## config.mk

```make
export PLATFORM = sky130hd
export DESIGN_NAME = load_store_unit
export DESIGN_NICKNAME = d
export VERILOG_FILES = /design/src/rtl/lsu_pkg.sv /design/src/rtl/lsu_load_align.sv /design/src/rtl/load_store_unit.sv
export SDC_FILE = /design/constraint.sdc
export NUM_CORES = 1
export LEC_CHECK = 0
export CAP_MARGIN = 30
export CORE_MARGIN = 5
export CORE_UTILIZATION = 40
export CTS_BUF_LIST = sky130_fd_sc_hd__clkbuf_8
export DETAILED_ROUTE_END_ITERATION = 10
export MAX_ROUTING_LAYER = met4
export PLACE_DENSITY = 0.72
export SLEW_MARGIN = 20
export SYNTH_ARGS = -nofsm -noshare
export SYNTH_HDL_FRONTEND = slang
export SYNTH_HIERARCHICAL = 1
export SYNTH_SLANG_ARGS = --single-unit
```

## constraint.sdc

```tcl
create_clock -name clock_i -period 4.4 [get_ports clock_i]
set_input_delay 0.66 -clock clock_i [delete_from_list [all_inputs] [get_ports clock_i]]
set_output_delay 0.66 -clock clock_i [all_outputs]
set_load 0.01 [all_outputs]
```

## src/rtl/lsu_pkg.sv

```systemverilog
// Shared constants and types for the load/store unit: RV32I width codes,
// memory lane/read-enable codes and the FSM state encoding.
package lsu_pkg;

    localparam logic [2:0] F3_B  = 3'b000;
    localparam logic [2:0] F3_H  = 3'b001;
    localparam logic [2:0] F3_W  = 3'b010;
    localparam logic [2:0] F3_BU = 3'b100;
    localparam logic [2:0] F3_HU = 3'b101;

    localparam logic [3:0] LANE_IDLE = 4'b0000;
    localparam logic [3:0] LANE_B0   = 4'b0001;
    localparam logic [3:0] LANE_B1   = 4'b0010;
    localparam logic [3:0] LANE_B2   = 4'b0011;
    localparam logic [3:0] LANE_B3   = 4'b0100;
    localparam logic [3:0] LANE_H0   = 4'b0101;
    localparam logic [3:0] LANE_H2   = 4'b0111;
    localparam logic [3:0] LANE_W    = 4'b1111;

    localparam logic [1:0] RD_IDLE = 2'b00;
    localparam logic [1:0] RD_BYTE = 2'b01;
    localparam logic [1:0] RD_HALF = 2'b10;
    localparam logic [1:0] RD_WORD = 2'b11;

    typedef enum logic [1:0] {
        S_IDLE   = 2'b00,
        S_ACCESS = 2'b01,
        S_RESP   = 2'b10
    } state_e;

    // Stores only exist in signed-name widths; BU/HU are load-only.
    function automatic logic funct3_legal(input logic we, input logic [2:0] funct3);
        case (funct3)
            F3_B, F3_H, F3_W: funct3_legal = 1'b1;
            F3_BU, F3_HU:     funct3_legal = ~we;
            default:          funct3_legal = 1'b0;
        endcase
    endfunction

endpackage

```

## src/rtl/lsu_load_align.sv

```systemverilog
// Picks the byte/halfword addressed by ea_lo out of a read word and
// sign- or zero-extends it according to the RV32I width code.
module lsu_load_align
    import lsu_pkg::*;
(
    input  logic [31:0] word,
    input  logic [1:0]  ea_lo,
    input  logic [2:0]  funct3,
    output logic [31:0] result
);

    logic [7:0]  byte_v;
    logic [15:0] half_v;

    // NOTE: every combinational output gets a default first so no path infers a latch.
    always_comb begin
        byte_v = word[7:0];
        case (ea_lo)
            2'd1:    byte_v = word[15:8];
            2'd2:    byte_v = word[23:16];
            2'd3:    byte_v = word[31:24];
            default: byte_v = word[7:0];
        endcase
        half_v = ea_lo[1] ? word[31:16] : word[15:0];

        result = word;
        case (funct3)
            F3_B:    result = {{24{byte_v[7]}}, byte_v};
            F3_BU:   result = {24'b0, byte_v};
            F3_H:    result = {{16{half_v[15]}}, half_v};
            F3_HU:   result = {16'b0, half_v};
            default: result = word;
        endcase
    end

endmodule

```

## src/rtl/load_store_unit.sv

```systemverilog
// Single-outstanding load/store unit: IDLE -> ACCESS -> RESP, faults skip ACCESS.
// Define LSU_MISALIGN_TRAP_EN to fault on misaligned half/word accesses instead of forcing alignment.
module load_store_unit
    import lsu_pkg::*;
#(
    parameter int MEM_BYTES = 256
) (
    input  logic        clock_i,
    input  logic        reset_n_i,
    input  logic        req_valid_i,
    output logic        req_ready_o,
    input  logic        req_we_i,
    input  logic [2:0]  req_funct3_i,
    input  logic [31:0] req_base_i,
    input  logic [31:0] req_offset_i,
    input  logic [31:0] req_wdata_i,
    input  logic [4:0]  req_rd_i,
    output logic [31:0] mem_addr_o,
    output logic [31:0] mem_wr_data_o,
    output logic [3:0]  mem_wr_enable_o,
    output logic [1:0]  mem_rd_enable_o,
    input  logic [31:0] mem_rd_data_i,
    output logic        resp_valid_o,
    input  logic        resp_ready_i,
    output logic [31:0] resp_rdata_o,
    output logic [4:0]  resp_rd_o,
    output logic        resp_error_o
);

    state_e      state_q, state_d;
    logic [31:0] ea_q, rdata_q, wdata_q;
    logic [2:0]  funct3_q;
    logic [4:0]  rd_q;
    logic        we_q, err_q;

    logic [31:0] ea_raw, ea_use, load_result;
    logic        misalign, out_of_range, fault;

    assign ea_raw       = req_base_i + req_offset_i;
    assign out_of_range = ea_raw >= 32'(MEM_BYTES);

`ifdef LSU_MISALIGN_TRAP_EN
    assign misalign = ((req_funct3_i[1:0] == 2'b01) && ea_raw[0]) ||
                      ((req_funct3_i[1:0] == 2'b10) && (ea_raw[1:0] != 2'b00));
    assign ea_use   = ea_raw;
`else
    assign misalign = 1'b0;
    assign ea_use   = (req_funct3_i[1:0] == 2'b01) ? {ea_raw[31:1], 1'b0} :
                      (req_funct3_i[1:0] == 2'b10) ? {ea_raw[31:2], 2'b00} : ea_raw;
`endif

    assign fault = ~funct3_legal(req_we_i, req_funct3_i) | out_of_range | misalign;

    lsu_load_align u_load_align (
        .word   (mem_rd_data_i),
        .ea_lo  (ea_q[1:0]),
        .funct3 (funct3_q),
        .result (load_result)
    );

    // NOTE: sequential state uses non-blocking assignments so every flop samples pre-edge values.
    always_ff @(posedge clock_i or negedge reset_n_i) begin
        if (!reset_n_i) state_q <= S_IDLE;
        else            state_q <= state_d;
    end

    always_comb begin
        state_d = state_q;
        case (state_q)
            S_IDLE:   if (req_valid_i) state_d = fault ? S_RESP : S_ACCESS;
            S_ACCESS: state_d = S_RESP;
            S_RESP:   if (resp_ready_i) state_d = S_IDLE;
            default:  state_d = S_IDLE;
        endcase
    end

    always_ff @(posedge clock_i or negedge reset_n_i) begin
        if (!reset_n_i) begin
            ea_q     <= '0;
            we_q     <= 1'b0;
            funct3_q <= '0;
            wdata_q  <= '0;
            rd_q     <= '0;
            err_q    <= 1'b0;
            rdata_q  <= '0;
        end else if (state_q == S_IDLE && req_valid_i) begin
            ea_q     <= ea_use;
            we_q     <= req_we_i;
            funct3_q <= req_funct3_i;
            wdata_q  <= req_wdata_i;
            rd_q     <= req_rd_i;
            err_q    <= fault;
            rdata_q  <= '0;
        end else if (state_q == S_ACCESS) begin
            rdata_q  <= we_q ? 32'b0 : load_result;
        end
    end

    // Memory is strobed only during the single ACCESS cycle.
    always_comb begin
        mem_addr_o      = '0;
        mem_wr_data_o   = '0;
        mem_wr_enable_o = LANE_IDLE;
        mem_rd_enable_o = RD_IDLE;
        if (state_q == S_ACCESS) begin
            mem_addr_o = {2'b00, ea_q[31:2]};
            if (!we_q) begin
                mem_rd_enable_o = RD_WORD;
            end else begin
                case (funct3_q[1:0])
                    2'b00: begin
                        mem_wr_data_o = {24'b0, wdata_q[7:0]};
                        case (ea_q[1:0])
                            2'd0:    mem_wr_enable_o = LANE_B0;
                            2'd1:    mem_wr_enable_o = LANE_B1;
                            2'd2:    mem_wr_enable_o = LANE_B2;
                            default: mem_wr_enable_o = LANE_B3;
                        endcase
                    end
                    2'b01: begin
                        mem_wr_data_o   = {16'b0, wdata_q[15:0]};
                        mem_wr_enable_o = ea_q[1] ? LANE_H2 : LANE_H0;
                    end
                    default: begin
                        mem_wr_data_o   = wdata_q;
                        mem_wr_enable_o = LANE_W;
                    end
                endcase
            end
        end
    end

    // Ready is held low while reset is asserted so every output reads 0.
    assign req_ready_o  = (state_q == S_IDLE) & reset_n_i;
    assign resp_valid_o = (state_q == S_RESP);
    assign resp_rdata_o = rdata_q;
    assign resp_rd_o    = rd_q;
    assign resp_error_o = err_q;

endmodule

```

==> flow_summary.ini <==
[timing]
finalSetupTns_ps = 0
finalSetupViolCount = 0
fin_ws_ps = 672
final_max_slew_viol_count = 0
tightest_slew_ps = 794
finalCritPeriodShare = 0.847
fmax_mhz = 268
finalClockSkew_ps = 13.8
max-slew-margin-rel = 0.470
hold_viol_final = 0
rsz0062_at_grt = no
period_needed_ps = 3730

[routing]
ant_nets = 0
wl_per_cell_um = 17.4
drtIter0Drc = 336
drcViolationCount = 0
vias = 6346
wirelength_um = 20900
via_per_inst = 5.28
dr.pass1.iters = 5

[yosys]
synth_most_common_cell = dfrtp_1
synthArstFlopShare = 1.00
synth_cells = 756
synth-edff-count = 0
ys_warn_count = 6
avgSynthCellArea_um2 = 9.41
ys.flop_type = dfrtp_1
synth_seq_cells = 108
synthTopCellsByArea = dfrtp_1, mux2_2, ha_1
synth_top_area_share = 0.380
syn_area_um2 = 7110
yosysSeqAreaShare = 0.380
yosysTopAreaCell = dfrtp_1
synthTopCellsByCount = dfrtp_1, nand2_1, and2_1
yosysUniqueCellTypes = 67

[global_route]
grt_max_degree = 68
antenna_found_initial = 0
gr-usage-all-layers = 0.204
gr-total-overflow = 0
grt_pass1_vias = 6208
grt_first_pass_wirelength_um = 32600

[pwr]
p_switching_w = 0.000972
pwr-share-comb = 0.337
leakagePower_nw = 4.33
ir_worst_vdd_mv = 0.172
p_seq_frac = 0.441
power_frac_clock = 0.222
intPower_w = 0.00204
switching_share = 0.323
cellPowerDensity_nw_per_um2 = 302

[cts]
root_buffer = clkbuf_8
cts_buffers = 9
post_cts.repair.setup_buffers = 0
postCtsHoldBufs = 0
htreeDepth = 3
cts_resized = 0
clkLatencyLatePin_ps = 370
cts.sinks = 108
clk_path_buf_depth = 2
cts_tree = done
path_clk_slew_ps = 100

[layout]
syn_to_final_growth_pct = 39.9
final_nets = 1148
drive_gt1_frac = 0.0953
n_fill_cell = 1621
antennaDiodeCount = 0

[critical_path]
end_kind = register
critPathLaunchType = primary input
arrival_ps = 3980
path_class = primary input to register
cp_max_fo = 3
cp.required_ps = 4650

[floorplanning]
die_h_um = 143
die_w_um = 143
die_area_um2 = 20500
placementRows = 48
core_um2 = 17400
start_util = 0.410
ios = 251

[placement]
pre_cts_ws_ps = 302
io_buffers = 248
gp_congestion = 0.890
dp_hpwl_um = 16400

[worst_hold_path]
hold_class = primary input to asynchronous set/reset pin

[job]
maxCapViolations = 0

[run_status]
status = finished, final reports clean
## power groups by stage
stage / clock network [W] / registers, W / logic, W
finish: 0.000667 / 0.00133 / 0.00101
global route: 0.000725 / 0.00136 / 0.00113
CTS: 0.000689 / 0.00133 / 0.00102
detailed placement: 0 / 0.00134 / 0.00102
global placement: 0 / 0.00134 / 0.00100
floorplan: 0 / 0.00129 / 0.000706
## placed cells by master (no fill, tap or decap), types with 3 or more instances in the layout
| master | n |
|---|---|
| clkdlybuf4s50_1 | 247 |
| dfrtp_1 | 108 |
| nand2_1 | 94 |
| and2_1 | 56 |
| mux2_2 | 48 |
| a21oi_1 | 36 |
| o21ai_0 | 35 |
| ha_1 | 34 |
| a21o_1 | 32 |
| a22o_1 | 32 |
| nor2_1 | 25 |
| o21ai_1 | 16 |
| xor2_1 | 15 |
| nand2b_1 | 13 |
| and3_1 | 11 |
| xnor2_1 | 11 |
| inv_1 | 10 |
| nor2b_1 | 10 |
| nand4_1 | 10 |
| clkbuf_8 | 10 |
| nand3_1 | 9 |
| a22oi_1 | 8 |
| a221o_1 | 8 |
| a211oi_1 | 7 |
| buf_4 | 7 |
| nor3_1 | 6 |
| o21bai_1 | 5 |
| o21a_1 | 4 |
| o31ai_1 | 4 |
| a21oi_2 | 3 |
| a21boi_1 | 3 |
| or3_1 | 3 |
| a21oi_4 | 3 |
| a211o_1 | 3 |
| o211ai_1 | 3 |
| a31oi_1 | 3 |
## worst max-delay path, cell delays in order
cell and delay, ps:
clkdlybuf4s50_1 470, ha_1 180, inv_1 60, fa_1 390
nand2b_1 200, a21o_2 220, a211oi_1 300, or4_1 160
o22a_2 180, xor2_1 100, nor4_2 230, nand4_1 140
or3_1 410, mux2_2 270
## final cells by class
cell class / count / area (µm²) / share of cell area
Tap cell: 225 / 282 / 0.0283
Inverter: 9 / 33.8 / 0.00339
Timing Repair Buffer: 255 / 2550 / 0.257
Clock inverter: 5 / 77.6 / 0.00780
Clock buffer: 10 / 138 / 0.0138
Sequential cell: 108 / 2700 / 0.272
Multi-Input combinational cell: 589 / 4170 / 0.419
## sequential cells by signal (all words and copies together) (netlist names)
| register | flops |
|---|---|
| ea_q | 32 |
| funct3_q | 3 |
| resp_error_o | 1 |
| resp_rd_o | 5 |
| resp_rdata_o | 32 |
| state_q | 2 |
| wdata_q | 32 |
| we_q | 1 |
## final timing paths
path                       slack [ps]            start  cells past startpoint                to
hold / removal                    390        reset_n_i                      2           ea_q[5]
hold reg to reg                   480          ea_q[9]                      2           ea_q[9]
max in group asynchronous        2770        reset_n_i                      3  resp_rdata_o[31]
setup / recovery                  670  req_offset_i[0]                     14      resp_error_o
setup reg to reg                 2020          ea_q[1]                      4  resp_rdata_o[13]
min in group clock_i              480          ea_q[9]                      2           ea_q[9]
## stage by stage
stage | util | area, µm² | hold WS (ps) | instances | power [W]
after floorplan | - | 7110 | 364 | 757 | 0.00199
after global placement | 0.559 | 9710 | 454 | 1185 | 0.00234
after detailed placement | 0.561 | 9740 | 462 | 1186 | 0.00236
after CTS | 0.573 | 9950 | 409 | 1201 | 0.00303
after global routing | 0.573 | 9950 | 431 | 1201 | 0.00321
final | 0.573 | 9950 | 389 | 1201 | 0.00301
## logic make-up (layout without fill, tap and decap cells)
group | after synthesis | count (layout) | share of synthesized area
XOR/XNOR | 26 | 26 | 0.0320
multiplexers | 50 | 50 | 0.0806
adder cells (fa/ha/maj) | 35 | 35 | 0.0626
AND/OR/NAND/NOR | 254 | 254 | 0.183
buffers and inverters | 60 | 279 | 0.0370
other | 1 | 2 | 0.000527
AO/OA/AOI/OAI | 222 | 222 | 0.224
flip-flops | 108 | 108 | 0.380
## metal layers
layer	vias up	share of wire	GRT usage	wire [µm]
met5	-	0	-	0
met4	0	0.017	0.0585	365
met3	24	0.067	0.0329	1400
met2	208	0.47	0.336	9760
met1	2971	0.45	0.261	9350
li1	3143	-	-	-
No activity file was read; power rests on OpenSTA's default activity.
